===== config.mk =====
export PLATFORM = sky130hd
export DESIGN_NAME = quad_decoder
export DESIGN_NICKNAME = d
export VERILOG_FILES = /design/src/rtl/quad_pkg.sv /design/src/rtl/quad_sync_filter.sv /design/src/rtl/quad_decoder.sv
export SDC_FILE = /design/constraint.sdc
export NUM_CORES = 1
export LEC_CHECK = 0
export BUFFER_PORTS_ARGS = -buffer_cell sky130_fd_sc_hd__buf_2
export CAP_MARGIN = 20
export CORE_MARGIN = 2
export CORE_UTILIZATION = 50
export CTS_BUF_LIST = sky130_fd_sc_hd__clkbuf_2
export DETAILED_ROUTE_END_ITERATION = 6
export GPL_TIMING_DRIVEN = 0
export PLACE_DENSITY = 0.77
export SLEW_MARGIN = 20
export SYNTH_ARGS = -nofsm -noshare
export SYNTH_HDL_FRONTEND = slang
export SYNTH_SLANG_ARGS = --single-unit

===== constraint.sdc =====
create_clock -name clock -period 2.6 [get_ports clock]
set_input_delay 0.13 -clock clock [delete_from_list [all_inputs] [get_ports clock]]
set_output_delay 0.13 -clock clock [all_outputs]
set_load 0.1 [all_outputs]

===== src/rtl/quad_pkg.sv =====
// rtl/quad_pkg.sv - shared state encoding and phase helpers for the quadrature decoder
package quad_pkg;

  typedef enum logic [2:0] {
    ST_INIT = 3'd0,
    ST_00   = 3'd1,
    ST_01   = 3'd2,
    ST_11   = 3'd3,
    ST_10   = 3'd4
  } state_t;

  // Forward order is 00 -> 01 -> 11 -> 10 -> 00 on P = {A,B}.
  function automatic logic [1:0] next_fwd(input logic [1:0] p);
    case (p)
      2'b00:   return 2'b01;
      2'b01:   return 2'b11;
      2'b11:   return 2'b10;
      default: return 2'b00;
    endcase
  endfunction

  function automatic logic [1:0] next_rev(input logic [1:0] p);
    case (p)
      2'b00:   return 2'b10;
      2'b10:   return 2'b11;
      2'b11:   return 2'b01;
      default: return 2'b00;
    endcase
  endfunction

  function automatic state_t state_of(input logic [1:0] p);
    case (p)
      2'b00:   return ST_00;
      2'b01:   return ST_01;
      2'b11:   return ST_11;
      default: return ST_10;
    endcase
  endfunction

  function automatic logic [1:0] phase_of(input state_t s);
    case (s)
      ST_01:   return 2'b01;
      ST_11:   return 2'b11;
      ST_10:   return 2'b10;
      default: return 2'b00;
    endcase
  endfunction

  // Stability counter only ever holds 0 .. filt_cycles-1.
  function automatic int filt_cnt_w(input int filt_cycles);
    return (filt_cycles < 2) ? 1 : $clog2(filt_cycles);
  endfunction

  // INIT timer counts 0 .. filt_cycles+2.
  function automatic int init_cnt_w(input int filt_cycles);
    return $clog2(filt_cycles + 3);
  endfunction

endpackage


===== src/rtl/quad_sync_filter.sv =====
// rtl/quad_sync_filter.sv - two-flop synchroniser plus stability filter for one encoder phase
module quad_sync_filter #(
  parameter int FILT_CYCLES = 3
) (
  input  logic clock,
  input  logic reset_n,
  input  logic din,
  output logic dout
);
  import quad_pkg::*;

  localparam int CW = filt_cnt_w(FILT_CYCLES);
  localparam logic [CW-1:0] CNT_LAST = CW'(FILT_CYCLES - 1);

  logic          s1;
  logic          s2;
  logic [CW-1:0] cnt;

  // Synchronise, then accept a new level only after it has differed for FILT_CYCLES cycles.
  always_ff @(posedge clock) begin
    if (!reset_n) begin
      s1   <= 1'b0;
      s2   <= 1'b0;
      cnt  <= '0;
      dout <= 1'b0;
    end else begin
      s1 <= din;
      s2 <= s1;
      if (s2 != dout) begin
        if (cnt == CNT_LAST) begin
          dout <= s2;
          cnt  <= '0;
        end else begin
          cnt <= cnt + CW'(1);
        end
      end else begin
        cnt <= '0;
      end
    end
  end

endmodule


===== src/rtl/quad_decoder.sv =====
// rtl/quad_decoder.sv - quadrature decoder producing up/down step pulses and a wrapping position
module quad_decoder #(
  parameter int W           = 8,
  parameter int FILT_CYCLES = 3
) (
  input  logic         clock,
  input  logic         reset_n,
  input  logic         enc_a,
  input  logic         enc_b,
  input  logic         clear,
  output logic         up,
  output logic         down,
  output logic [W-1:0] count,
  output logic         dir,
  output logic         err
);
  import quad_pkg::*;

  localparam int TW = init_cnt_w(FILT_CYCLES);
  localparam logic [TW-1:0] INIT_LAST = TW'(FILT_CYCLES + 2);

  logic          filt_a;
  logic          filt_b;
  logic [1:0]    p;
  state_t        state;
  state_t        state_nx;
  logic [TW-1:0] timer;
  logic          step_up;
  logic          step_dn;
  logic          bad;
  logic [1:0]    cur;

  quad_sync_filter #(.FILT_CYCLES(FILT_CYCLES)) u_filt_a (
    .clock   (clock),
    .reset_n (reset_n),
    .din     (enc_a),
    .dout    (filt_a)
  );

  quad_sync_filter #(.FILT_CYCLES(FILT_CYCLES)) u_filt_b (
    .clock   (clock),
    .reset_n (reset_n),
    .din     (enc_b),
    .dout    (filt_b)
  );

  assign p = {filt_a, filt_b};

  // State register for the decode FSM.
  always_ff @(posedge clock) begin
    if (!reset_n) state <= ST_INIT;
    else          state <= state_nx;
  end

  // Next state and step classification from the current state and filtered phase.
  always_comb begin
    state_nx = state;
    step_up  = 1'b0;
    step_dn  = 1'b0;
    bad      = 1'b0;
    cur      = phase_of(state);
    if (state == ST_INIT) begin
      // Adopt whatever level the pins rest at once the filters have settled.
      if (timer == INIT_LAST) state_nx = state_of(p);
    end else if (p != cur) begin
      state_nx = state_of(p);
      if (p == next_fwd(cur))      step_up = 1'b1;
      else if (p == next_rev(cur)) step_dn = 1'b1;
      else                         bad     = 1'b1;
    end
  end

  // INIT hold timer, long enough for the sync chain and filter to reflect the pins.
  always_ff @(posedge clock) begin
    if (!reset_n)                                    timer <= '0;
    else if (state == ST_INIT && timer != INIT_LAST) timer <= timer + TW'(1);
  end

  // Registered pulses, position, direction and sticky error; clear overrides only count and err.
  always_ff @(posedge clock) begin
    if (!reset_n) begin
      up    <= 1'b0;
      down  <= 1'b0;
      count <= '0;
      dir   <= 1'b0;
      err   <= 1'b0;
    end else begin
      up   <= step_up;
      down <= step_dn;
      if (step_up || step_dn) dir <= step_up;
      if (clear)        count <= '0;
      else if (step_up) count <= count + 1'b1;
      else if (step_dn) count <= count - 1'b1;
      if (clear)    err <= 1'b0;
      else if (bad) err <= 1'b1;
    end
  end

endmodule

==> flow_metrics.tcl <==
set metrics [dict create \
    critPathTopFamily "compound AO/OA/AOI/OAI gates" \
    nNetsFinal 239 \
    tightestPinTransition_ns 0.488 \
    register_area_um2 576 \
    hold_path.class "in -> reg" \
    synthTopCellsByArea "dfxtp_1 33%, ha_1 11%, a21oi_1 4.1%, mux2i_1 3.5%, and2_1 3.3%" \
    clockRootBuffer "clkbuf_2" \
    die_h_um 62.5 \
    synth-edff-count 0 \
    grt_pass1_vias 1346 \
    maxCapViolations 0 \
    synth_nets 207 \
    synth_common_cells "28 x dfxtp_1, 15 x ha_1, 14 x a21oi_1, 14 x nand2_1, 10 x inv_1" \
    max_freq_mhz 381 \
    core_area_mm2 0.00331 \
    rr_startpoint "u_filt_a.dout" \
    end_kind "flip-flop" \
    ys_seq_area_frac 0.327 \
    ant_nets 0 \
    clock_sinks 28 \
    wl_per_cell_um 13.5 \
    slowest_delay_ns 0.42 \
    hp-start "reset_n" \
    violations "negative setup slack" \
    dp.final_hpwl_um 2320 \
    cp_data_required_time_ns 2.94 \
    irDropWorstVdd_mv 0.379 \
    post-synth-top-area-cell "dfxtp_1" \
    yosys_warnings 0 \
    ys_types 49 \
    track_usage 0.186 \
    antenna_cells 0 \
    finalSetupViolations 1 \
    hold_violations 0 \
    drtIter0Drc 33 \
    avgViaCountPerCell 5.54 \
    firstDrtPassIters 4 \
    grt-ovfl-total 0 \
    die_w_um 62.5 \
    grt_setup_unrepaired "true" \
    ys_seq_elements 28 \
    multiInputGateArea_mm2 0.00116 \
    finalCritPeriodShare 1.01 \
    cp_slowest_cell "dfxtp_4" \
    n_fill_cell 277 \
    met2_usage 0.308 \
    htreeDepth 1 \
    crit_path_start_kind "flip-flop" \
    place_area_mm2 0.00186 \
    syn_area_mm2 0.00171 \
    cts.clk_slew.worst_paths_ns 0.29 \
    status "complete, but fails checks" \
    setup_tns_ns -0.0217 \
    numCtsBuffers 3 \
    cp_max_fo 6 \
    relSlewSlack 0.677 \
    start_util 0.517 \
    use_met3 0.0360 \
    ios 17 \
    grt_pass1_wl_um 5980 \
    async_reset_ff_frac 0 \
    slew_viol_final 0 \
    finalInstanceArea_mm2 0.00213 \
    leakagePower_nw 0.890 \
    period_minus_slack_ns 2.62 \
    dp_slack_ns -0.250 \
    dieArea_mm2 0.00391 \
    synth_top_area_share 0.327 \
    syn_avg_cell_area_um2 9.21 \
    rows 21 \
    grt_max_degree 17 \
    cp_num_buf_inv 4 \
    worstSkewPairLatency_ns 0.39 \
    routed_wl_um 3550 \
    tritoncts "yes" \
    path_common_cell "buf_4" \
    worstSetupStartpoint "u_filt_a.dout" \
    syn_inst 186 \
    grt_busiest_layer "met2" \
    crit_arrival_ns 2.96 \
    syn2layout_area_growth_pct 24.3 \
    worstPathCellList "buf_4 -> inv_1 -> nand2_1 -> o21a_1 -> buf_4 -> buf_4 -> ha_2 -> a21oi_2 -> o21bai_1 -> a221oi_4 -> mux2i_2 -> mux2_4" \
    yosysMostFrequentCell "dfxtp_1" \
    p_per_area_mw_per_mm2 461 \
    post-route-drc-count 0 \
    critPathKind "reg -> reg" \
    synth_top_flop_cell "dfxtp_1" \
    drive_above_1_share 0.309 \
    gp_congestion 0.835 \
    grt_use_met1 0.244 \
    portBuffers 16 \
    worst_slack_ns -0.0217 \
    vias 1457 \
    cts.path.max_buffers 2 \
    clock_skew_ns 0.0309 \
    antenna_found_initial 0 \
    r2r_slack_ns -0.02 \
]
[state kept, by name, summed over array words and instances, names as in the netlist]
register       flops
count              8
dir                1
down               1
err                1
state              3
timer              3
u_filt_a.cnt       2
u_filt_a.dout      1
u_filt_a.s1        1
u_filt_a.s2        1
u_filt_b.cnt       2
u_filt_b.dout      1
u_filt_b.s1        1
u_filt_b.s2        1
up                 1
[power by group]
part | leakage [nW] | switching [mW] | total (mW) | internal [mW]
logic | 0.632 | 0.116 | 0.229 | 0.113
clock network | 0.0266 | 0.137 | 0.269 | 0.132
registers | 0.231 | 0.0258 | 0.484 | 0.458
total | 0.890 | 0.278 | 0.982 | 0.703
[routing by layer]
layer  vias up  part of all wire
li1        718                 -
met1       691              0.49
met2        39              0.45
met3         9             0.037
met4         0             0.020
met5         -                 0
[layout by cell type, fill, tap and decap left out, drive strengths merged, types with 4 or more instances in the layout]
cell     n
buf     31
nand3    9
xnor2    4
ha      15
nor2b    5
nand2   14
nor3     4
inv     12
mux2i    7
dfxtp   28
nor2     7
and2     9
nor3b    6
o21ai    7
nand3b   4
xor2     5
clkbuf   6
a21oi   14
[final timing paths]
path                endpoint  cells past startpoint
min reg2reg  u_filt_b.cnt[0]                      1
max                 count[7]                     12
min                 timer[1]                      3
max reg2reg         count[7]                     12
[repair_timing]
| item | CTS | global route |
|---|---|---|
| pin swaps | 2 | 6 |
| hold buffers | 2 | 0 |
| setup buffers | 7 | 2 |
| endpoints found under the setup margin | 4 | 2 |
| gates resized for setup | 18 | 17 |
| hold endpoints to repair | 2 | 0 |
| cloned | 1 | 0 |
[final cells by class]
class / instances / area share
Inverter: 12 / 0.0247
Buffer: 8 / 0.0300
Sequential cell: 28 / 0.270
Tap cell: 46 / 0.0270
Timing Repair Buffer: 28 / 0.0823
Clock inverter: 1 / 0.0141
Clock buffer: 3 / 0.00705
Multi-Input combinational cell: 137 / 0.545
[per-stage QoR]
stage                     std cells  utilization  power (mW)  hold WS (ns)
after floorplan                 186            -       0.681         0.257
after global placement          248        0.562       0.710         0.336
after detailed placement        248        0.562       0.718         0.341
after CTS                       261        0.614       0.983         0.213
after global routing            263        0.643        1.03         0.242
final                           263        0.643       0.982         0.207
[worst register-to-register path: cells and delay by family, from the launching register on]
family | cells | cell delay [ns]
simple gates | 1 | 0.06
mux | 2 | 0.62
fa+ha+maj | 1 | 0.20
flops | 1 | 0.42
buf+inv | 4 | 0.56
compound gates | 4 | 0.70
[kinds of logic (layout without fill, tap and decap cells)]
family | count (synthesis) | count (layout) | synth area share
and+or+nand+nor | 65 | 65 | 0.220
xor gates and xnor gates | 9 | 9 | 0.0460
DFF | 28 | 28 | 0.327
AOI/OAI and AO/OA | 39 | 39 | 0.174
adders and majority gates | 16 | 16 | 0.121
buffers and inverters | 21 | 52 | 0.0599
muxes | 8 | 8 | 0.0519
(Power assumes the default switching activity.)
